**src/rtl/clz_denorm_if.sv**
```systemverilog
// Handshake bundle for the de-normaliser: input side (mantissa, count,
// zero flag) and output side (restored word, normalisation error).
interface clz_denorm_if #(
  parameter int WIDTH = 4,
  parameter int CW    = $clog2(WIDTH)
);
  logic             in_valid;
  logic             in_ready;
  logic [WIDTH-1:0] in_mant;
  logic [CW-1:0]    in_count;
  logic             in_zero;
  logic             out_valid;
  logic             out_ready;
  logic [WIDTH-1:0] out_data;
  logic             norm_err;

  // Producer / consumer side that talks to the de-normaliser
  modport master (
    output in_valid, in_mant, in_count, in_zero, out_ready,
    input  in_ready, out_valid, out_data, norm_err
  );

  // The de-normaliser itself
  modport slave (
    input  in_valid, in_mant, in_count, in_zero, out_ready,
    output in_ready, out_valid, out_data, norm_err
  );
endinterface

```
**src/rtl/clz_denorm.sv**
```systemverilog
// Iterative de-normaliser: restores in_mant >> in_count one logarithmic
// stage (shift by 1, 2, 4, ...) per clock, so a result always takes CW
// cycles regardless of the count. A latched zero flag forces the result
// to zero; norm_err flags a mantissa whose MSB was not set.
module clz_denorm #(
  parameter int WIDTH = 4,
  parameter int CW    = $clog2(WIDTH)
) (
  input  logic             clk,
  input  logic             rst,
  clz_denorm_if.slave      bus,
  output logic             busy
);

  typedef enum logic [1:0] {
    IDLE  = 2'd0,
    SHIFT = 2'd1,
    DONE  = 2'd2
  } state_t;

  localparam logic [CW-1:0] LAST_K = CW'(CW - 1);

  state_t           state_q;
  logic [CW-1:0]    k_q;
  logic [WIDTH-1:0] data_q;
  logic [CW-1:0]    count_q;
  logic             zero_q;
  logic             in_ready_q;
  logic             out_valid_q;
  logic             norm_err_q;
  logic             busy_q;

  logic [WIDTH-1:0] shifted_d;
  logic             stage_en_d;

  // Pick the fixed-distance shift belonging to the current stage k; each
  // candidate is a constant shift, so this is a mux rather than a barrel.
  always_comb begin
    shifted_d  = data_q;
    stage_en_d = 1'b0;
    for (int s = 0; s < CW; s++) begin
      if (k_q == CW'(s)) begin
        shifted_d  = data_q >> (1 << s);
        stage_en_d = count_q[s];
      end
    end
  end

  // Control FSM and data register; all outputs are registered here.
  always_ff @(posedge clk or posedge rst) begin
    if (rst) begin
      state_q     <= IDLE;
      k_q         <= '0;
      data_q      <= '0;
      count_q     <= '0;
      zero_q      <= 1'b0;
      in_ready_q  <= 1'b1;
      out_valid_q <= 1'b0;
      norm_err_q  <= 1'b0;
      busy_q      <= 1'b0;
    end else begin
      case (state_q)
        IDLE: begin
          if (bus.in_valid) begin
            data_q     <= bus.in_mant;
            count_q    <= bus.in_count;
            zero_q     <= bus.in_zero;
            norm_err_q <= ~bus.in_zero & ~bus.in_mant[WIDTH-1];
            k_q        <= '0;
            in_ready_q <= 1'b0;
            busy_q     <= 1'b1;
            state_q    <= SHIFT;
          end
        end
        SHIFT: begin
          if (stage_en_d) begin
            data_q <= shifted_d;
          end
          k_q <= k_q + 1'b1;
          if (k_q == LAST_K) begin
            // An all-zero original word overrides whatever the mantissa held.
            if (zero_q) begin
              data_q <= '0;
            end
            out_valid_q <= 1'b1;
            state_q     <= DONE;
          end
        end
        DONE: begin
          if (bus.out_ready) begin
            out_valid_q <= 1'b0;
            norm_err_q  <= 1'b0;
            in_ready_q  <= 1'b1;
            busy_q      <= 1'b0;
            state_q     <= IDLE;
          end
        end
        default: begin
          state_q     <= IDLE;
          in_ready_q  <= 1'b1;
          out_valid_q <= 1'b0;
          busy_q      <= 1'b0;
        end
      endcase
    end
  end

  assign bus.in_ready  = in_ready_q;
  assign bus.out_valid = out_valid_q;
  assign bus.out_data  = data_q;
  assign bus.norm_err  = norm_err_q;
  assign busy          = busy_q;

endmodule

```
**src/flat_wrapper.sv**
```systemverilog
// flat-port wrapper written by rule: the top's interface ports become plain ports
module clz_denorm_flat 
#(
  parameter int WIDTH = 4,
  parameter int CW    = $clog2(WIDTH)
)
  (clk, rst, busy, bus_in_valid, bus_in_mant, bus_in_count, bus_in_zero, bus_out_ready, bus_in_ready, bus_out_valid, bus_out_data, bus_norm_err);
  clz_denorm_if #(.WIDTH(WIDTH), .CW(CW)) bus_i ();
  input  logic clk;
  input  logic rst;
  output logic busy;
  input wire logic [$bits(bus_i.in_valid)-1:0] bus_in_valid;
  input wire logic [$bits(bus_i.in_mant)-1:0] bus_in_mant;
  input wire logic [$bits(bus_i.in_count)-1:0] bus_in_count;
  input wire logic [$bits(bus_i.in_zero)-1:0] bus_in_zero;
  input wire logic [$bits(bus_i.out_ready)-1:0] bus_out_ready;
  output wire logic [$bits(bus_i.in_ready)-1:0] bus_in_ready;
  output wire logic [$bits(bus_i.out_valid)-1:0] bus_out_valid;
  output wire logic [$bits(bus_i.out_data)-1:0] bus_out_data;
  output wire logic [$bits(bus_i.norm_err)-1:0] bus_norm_err;
  assign bus_i.in_valid = bus_in_valid;
  assign bus_i.in_mant = bus_in_mant;
  assign bus_i.in_count = bus_in_count;
  assign bus_i.in_zero = bus_in_zero;
  assign bus_i.out_ready = bus_out_ready;
  assign bus_in_ready = bus_i.in_ready;
  assign bus_out_valid = bus_i.out_valid;
  assign bus_out_data = bus_i.out_data;
  assign bus_norm_err = bus_i.norm_err;
  clz_denorm #(.WIDTH(WIDTH), .CW(CW)) u_core (.clk(clk), .rst(rst), .bus(bus_i), .busy(busy));
endmodule
```
**config.mk**
```make
export PLATFORM = sky130hd
export DESIGN_NAME = clz_denorm_flat
export DESIGN_NICKNAME = d
export VERILOG_FILES = /design/src/rtl/clz_denorm_if.sv /design/src/rtl/clz_denorm.sv /design/src/flat_wrapper.sv
export SDC_FILE = /design/constraint.sdc
export NUM_CORES = 1
export LEC_CHECK = 0
export CORE_MARGIN = 2
export CORE_UTILIZATION = 55
export CTS_BUF_LIST = sky130_fd_sc_hd__clkbuf_8
export DETAILED_ROUTE_END_ITERATION = 10
export PLACE_DENSITY = 0.94
export SKIP_CTS_REPAIR_TIMING = 1
export SYNTH_ARGS = -nofsm -noshare
export SYNTH_HDL_FRONTEND = slang
export SYNTH_SLANG_ARGS = --single-unit
export TNS_END_PERCENT = 100
```
**constraint.sdc**
```tcl
create_clock -name clk -period 3.8 [get_ports clk]
set_clock_uncertainty 0.2 [all_clocks]
set_input_delay 0.76 -clock clk [delete_from_list [all_inputs] [get_ports clk]]
set_output_delay 0.76 -clock clk [all_outputs]
set_load 0.05 [all_outputs]
```
* Yosys cells after proc, flatten, opt, wreduce, memory -nomap -nowiden
Cells that the tools add are included.
Widths: inputs -> output; s select.
** Cells by class
- $add $sub $neg :: 1
- Multipliers :: 0
- Divide/modulo/power cells :: 0
- Order comparisons :: 0
- Eq/ne operators :: 6
- Shift-type cells :: 0
- Multiplexer cells :: 25
- Bitwise operators :: 5
- Reduce and logical (&&, ||, !) cells :: 10
** Operators by type and width (count)
- $mux 4 :: 6
- $reduce_and 3->1 :: 4
- $pmux 1 s3 :: 3
- $mux 1 :: 8
- $mux 2 :: 4
- $pmux 4 s2 :: 1
- $pmux 2 s3 :: 1
- $eq 2x1->1 const B :: 2
- $logic_not 2->1 :: 2
- $ne 2x2->1 const B :: 2
- $not 1->1 :: 4
- $pmux 2 s2 :: 1
- $reduce_and 2->1 :: 2
- $reduce_bool 2->1 :: 2
- $add 2x1->2 const B :: 1
- $eq 2x2->1 const B :: 1
- $ne 2x1->1 const B :: 1
- $pmux 1 s2 :: 1
- $and 1x1->1 :: 1
** Word-level totals
- Register bits :: 15
- Bits in latches :: 0
- Memory bits (writable) :: 0
- ROM bits :: 0
- Bits of input ports :: 11
- Word-level logic and storage cells :: 56
- Memories kept :: 0

* Depth between registers and ports, before layout
- Depth after elaboration :: 7
- Depth in mapped cells :: 7

* Worst setup path after synthesis
OpenSTA, ideal clock, no wires.
- Kind :: register -> output
- From :: register u_core.in_ready_q, in the netlist u_core.bus.in_ready
- To :: output port bus_in_ready
- Arrival time :: 0.672 ns
- Setup slack :: 2.168 ns
- Cell stages (with the launch flop) :: 1
- Path buffers :: 0
- Cells stage by stage :: dfstp_2
** RTL lines
- start: declaration :: line clz_denorm.sv:28 : logic in_ready_q;
- start signal: assignment :: line clz_denorm.sv:57 : in_ready_q <= 1'b1;
- start signal: assignment :: line clz_denorm.sv:70 : in_ready_q <= 1'b0;
- start signal: assignment :: line clz_denorm.sv:93 : in_ready_q <= 1'b1;
- end: declaration :: line flat_wrapper.sv:17 : output wire logic [$bits(bus_i.in_ready)-1:0] bus_in_ready;
No word-level cell between the ends.

* Worst setup path in the final report
- From :: register u_core.in_ready_q, in the netlist u_core.bus.in_ready
- To :: output port bus_in_ready
No word-level cell between the ends.

==> flow_metrics.tcl <==
set metrics [dict create \
    synth_commonest_cells "14 x dfrtp_1, 10 x nand2_1, 8 x inv_1, 8 x o21ai_0, 6 x a21oi_1" \
    cts_num_sinks 15 \
    globalplace.congestion 0.868 \
    diodes 0 \
    synth_cell_types 29 \
    yosysMostFrequentCell "dfrtp_1" \
    status "complete, no violations" \
    final_cells 114 \
    r2r_end "u_core.bus.out_data[0]" \
    ioPinCount 19 \
    nets 112 \
    hold_slack_ns 0.287 \
    grt_use_met1_pct 25.5 \
    fmax_mhz 391 \
    vias_per_cell 5.75 \
    slowest_stage "clkdlybuf4s50_1" \
    yosys-top-cells-area "dfrtp_1 42%, mux2_4 5.4%, o21ai_0 4.8%, nand2_1 4.5%, a21oi_1 3.6%" \
    layout_min_cycle_time_ns 2.56 \
    syn-instance-count 79 \
    drive_gt1_share_pct 15.3 \
    htreeDepth 1 \
    regArea_um2 377 \
    synth-seq-cells 15 \
    path_cells "clkdlybuf4s50_1" \
    vias 656 \
    drt_iter0_markers 5 \
    power_density_nw_per_um2 976 \
    critPathRequiredTime_ns 2.84 \
    clk_pin_slew_ns 0.06 \
    fp.dieH_um 43.0 \
    leakagePower_nw 0.450 \
    fin_ws_ns 1.24 \
    rrSetupSlack_ns 1.94 \
    critPathLaunchType "register" \
    cap_violations 0 \
    crit_end "bus_in_ready" \
    insertion_delay_ns 0.25 \
    critPathCaptureType "primary output" \
    setup_viol 0 \
    synth_flop_cell "dfrtp_1" \
    wirelength_mm 1.63 \
    dr.pass1.iters 4 \
    critPathArrivalTime_ns 1.60 \
    grt_max_degree 16 \
    rows 14 \
    crit_family "buffers and inverters" \
    crit_start "u_core.bus.in_ready" \
    ctsRootBufferMaster "clkbuf_8" \
    syn_area_per_cell_um2 10.6 \
    slew_viol_final 0 \
    cts_made_buffers 3 \
    grt_pass1_wl_mm 2.86 \
    gr-total-overflow 0 \
    postRouteAntennaNets 0 \
    tns_ns 0 \
    dp_slack_ns 1.51 \
    synth_top_area_cell "dfrtp_1" \
    grt_pass1_vias 629 \
    dp.cells 110 \
    hold_viol 0 \
    busiest_layer "met2" \
    rsz0062_at_grt "false" \
    synth-seq-area-share_pct 45.1 \
    antenna_found_initial 0 \
    synth_area_um2 835 \
    hpwlAfterDp_mm 1.20 \
    r2r_cells 6 \
    grt.met3_usage_pct 2.98 \
    cp_num_cells 1 \
    critPathBufInv 1 \
    hp-class "reg2reg" \
    tightest_slew_ns 0.563 \
    use_met2_pct 34.8 \
    syn_nets 92 \
    cts_buffer_depth 2 \
    wl_per_cell_um 14.3 \
    worstReg2RegStart "u_core.k_q[1]" \
    dieArea_um2 1850 \
    core_um2 1470 \
    synth_edf_count 0 \
    slowest_delay_ns 0.80 \
    portBuffers 18 \
    track_usage_pct 20.7 \
    worst_ir_drop_vdd_mv 0.608 \
    start_util_pct 56.7 \
    die_w_um 43.0 \
    yosys_warnings 0 \
    ys_async_sr_fraction_pct 100 \
    area_delta_synth_final_pct 25.8 \
    remaining_drc_errors 0 \
    fin_crit_sh_pct 67.3 \
    synth.top_cell.area_share_pct 42.0 \
    crit_type "reg2out" \
    multi_input_area_um2 398 \
    slew_headroom_pct 62.4 \
    fillCellCount 116 \
    cts_tree "built" \
    cp_max_fo 3 \
]
where the power goes:
| part | internal, mW | switching (mW) |
|---|---|---|
| Clock | 0.0716 | 0.0562 |
| Sequential | 0.239 | 0.0862 |
| Combinational | 0.238 | 0.333 |
| Total | 0.549 | 0.475 |
worst register-to-register path, delay by kind of cell, from the launching register on:
kind	cells	cell delay, ns
buffers and inverters	1	0.08
AOI/OAI and AO/OA	3	0.46
and+or+nand+nor	1	0.15
adders and majority gates	1	0.46
DFF	1	0.38
metal layers:
layer,vias up,part of all wire (%)
li1,309,-
met1,317,43
met2,25,49
met3,5,5.8
met4,0,2.2
met5,-,0
cell usage in the layout (no fill, tap or decap), drive strengths merged, types with 2 or more instances in the layout:
cell	instances
clkbuf	3
nor3	2
nand2b	2
dfrtp	14
inv	9
nand2	10
clkdlybuf4s50	18
mux2	3
ha	2
o22ai	3
a21oi	8
o21ai	9
nor2	3
a32oi	2
final cells by class:
type,count,area share (%)
tap,16,1.91
multi-input combinational,53,37.9
clock inverter,1,0.358
clock buffer,3,3.93
sequential,15,35.9
inverter,8,2.86
timing repair buffer,18,17.2
logic make-up (layout without fill, tap and decap cells):
group | Yosys count | in the layout | share of synthesized area (%)
muxes | 3 | 3 | 5.40
adders and majority gates | 2 | 2 | 3.00
buffers and inverters | 11 | 30 | 7.20
and+or+nand+nor | 22 | 22 | 17.2
DFF | 15 | 15 | 45.1
AOI/OAI and AO/OA | 26 | 26 | 22.0
worst min path at each step:
stage / slack, ns / from / depth (start not counted) / endpoint
2_1_floorplan: 0.25 / u_core.k_q[1] / 2 / u_core.k_q[1]
3_3_place_gp: 0.26 / u_core.k_q[1] / 2 / u_core.k_q[1]
3_5_place_dp: 0.27 / u_core.busy / 1 / u_core.busy
4_1_cts: 0.30 / u_core.busy / 1 / u_core.busy
5_1_grt: 0.33 / u_core.busy / 1 / u_core.busy
6_report: 0.29 / u_core.busy / 1 / u_core.busy
flip-flops by register name (all words and copies together) (netlist names):
name / count
u_core.k_q: 2
u_core.bus.out_data: 4
u_core.zero_q: 1
u_core.busy: 1
u_core.bus.in_ready: 1
u_core.state_q: 2
u_core.bus.out_valid: 1
u_core.bus.norm_err: 1
u_core.count_q: 2
through the flow:
stage	util, %	power, mW	instance area [um^2]
finish	71.3	1.02	1050
global route	71.3	1.09	1050
CTS	71.3	1.03	1050
detailed placement	68.3	0.896	1000
global placement	68.3	0.877	1000
floorplan	-	0.774	835
No activity file was read; power rests on OpenSTA's default activity.
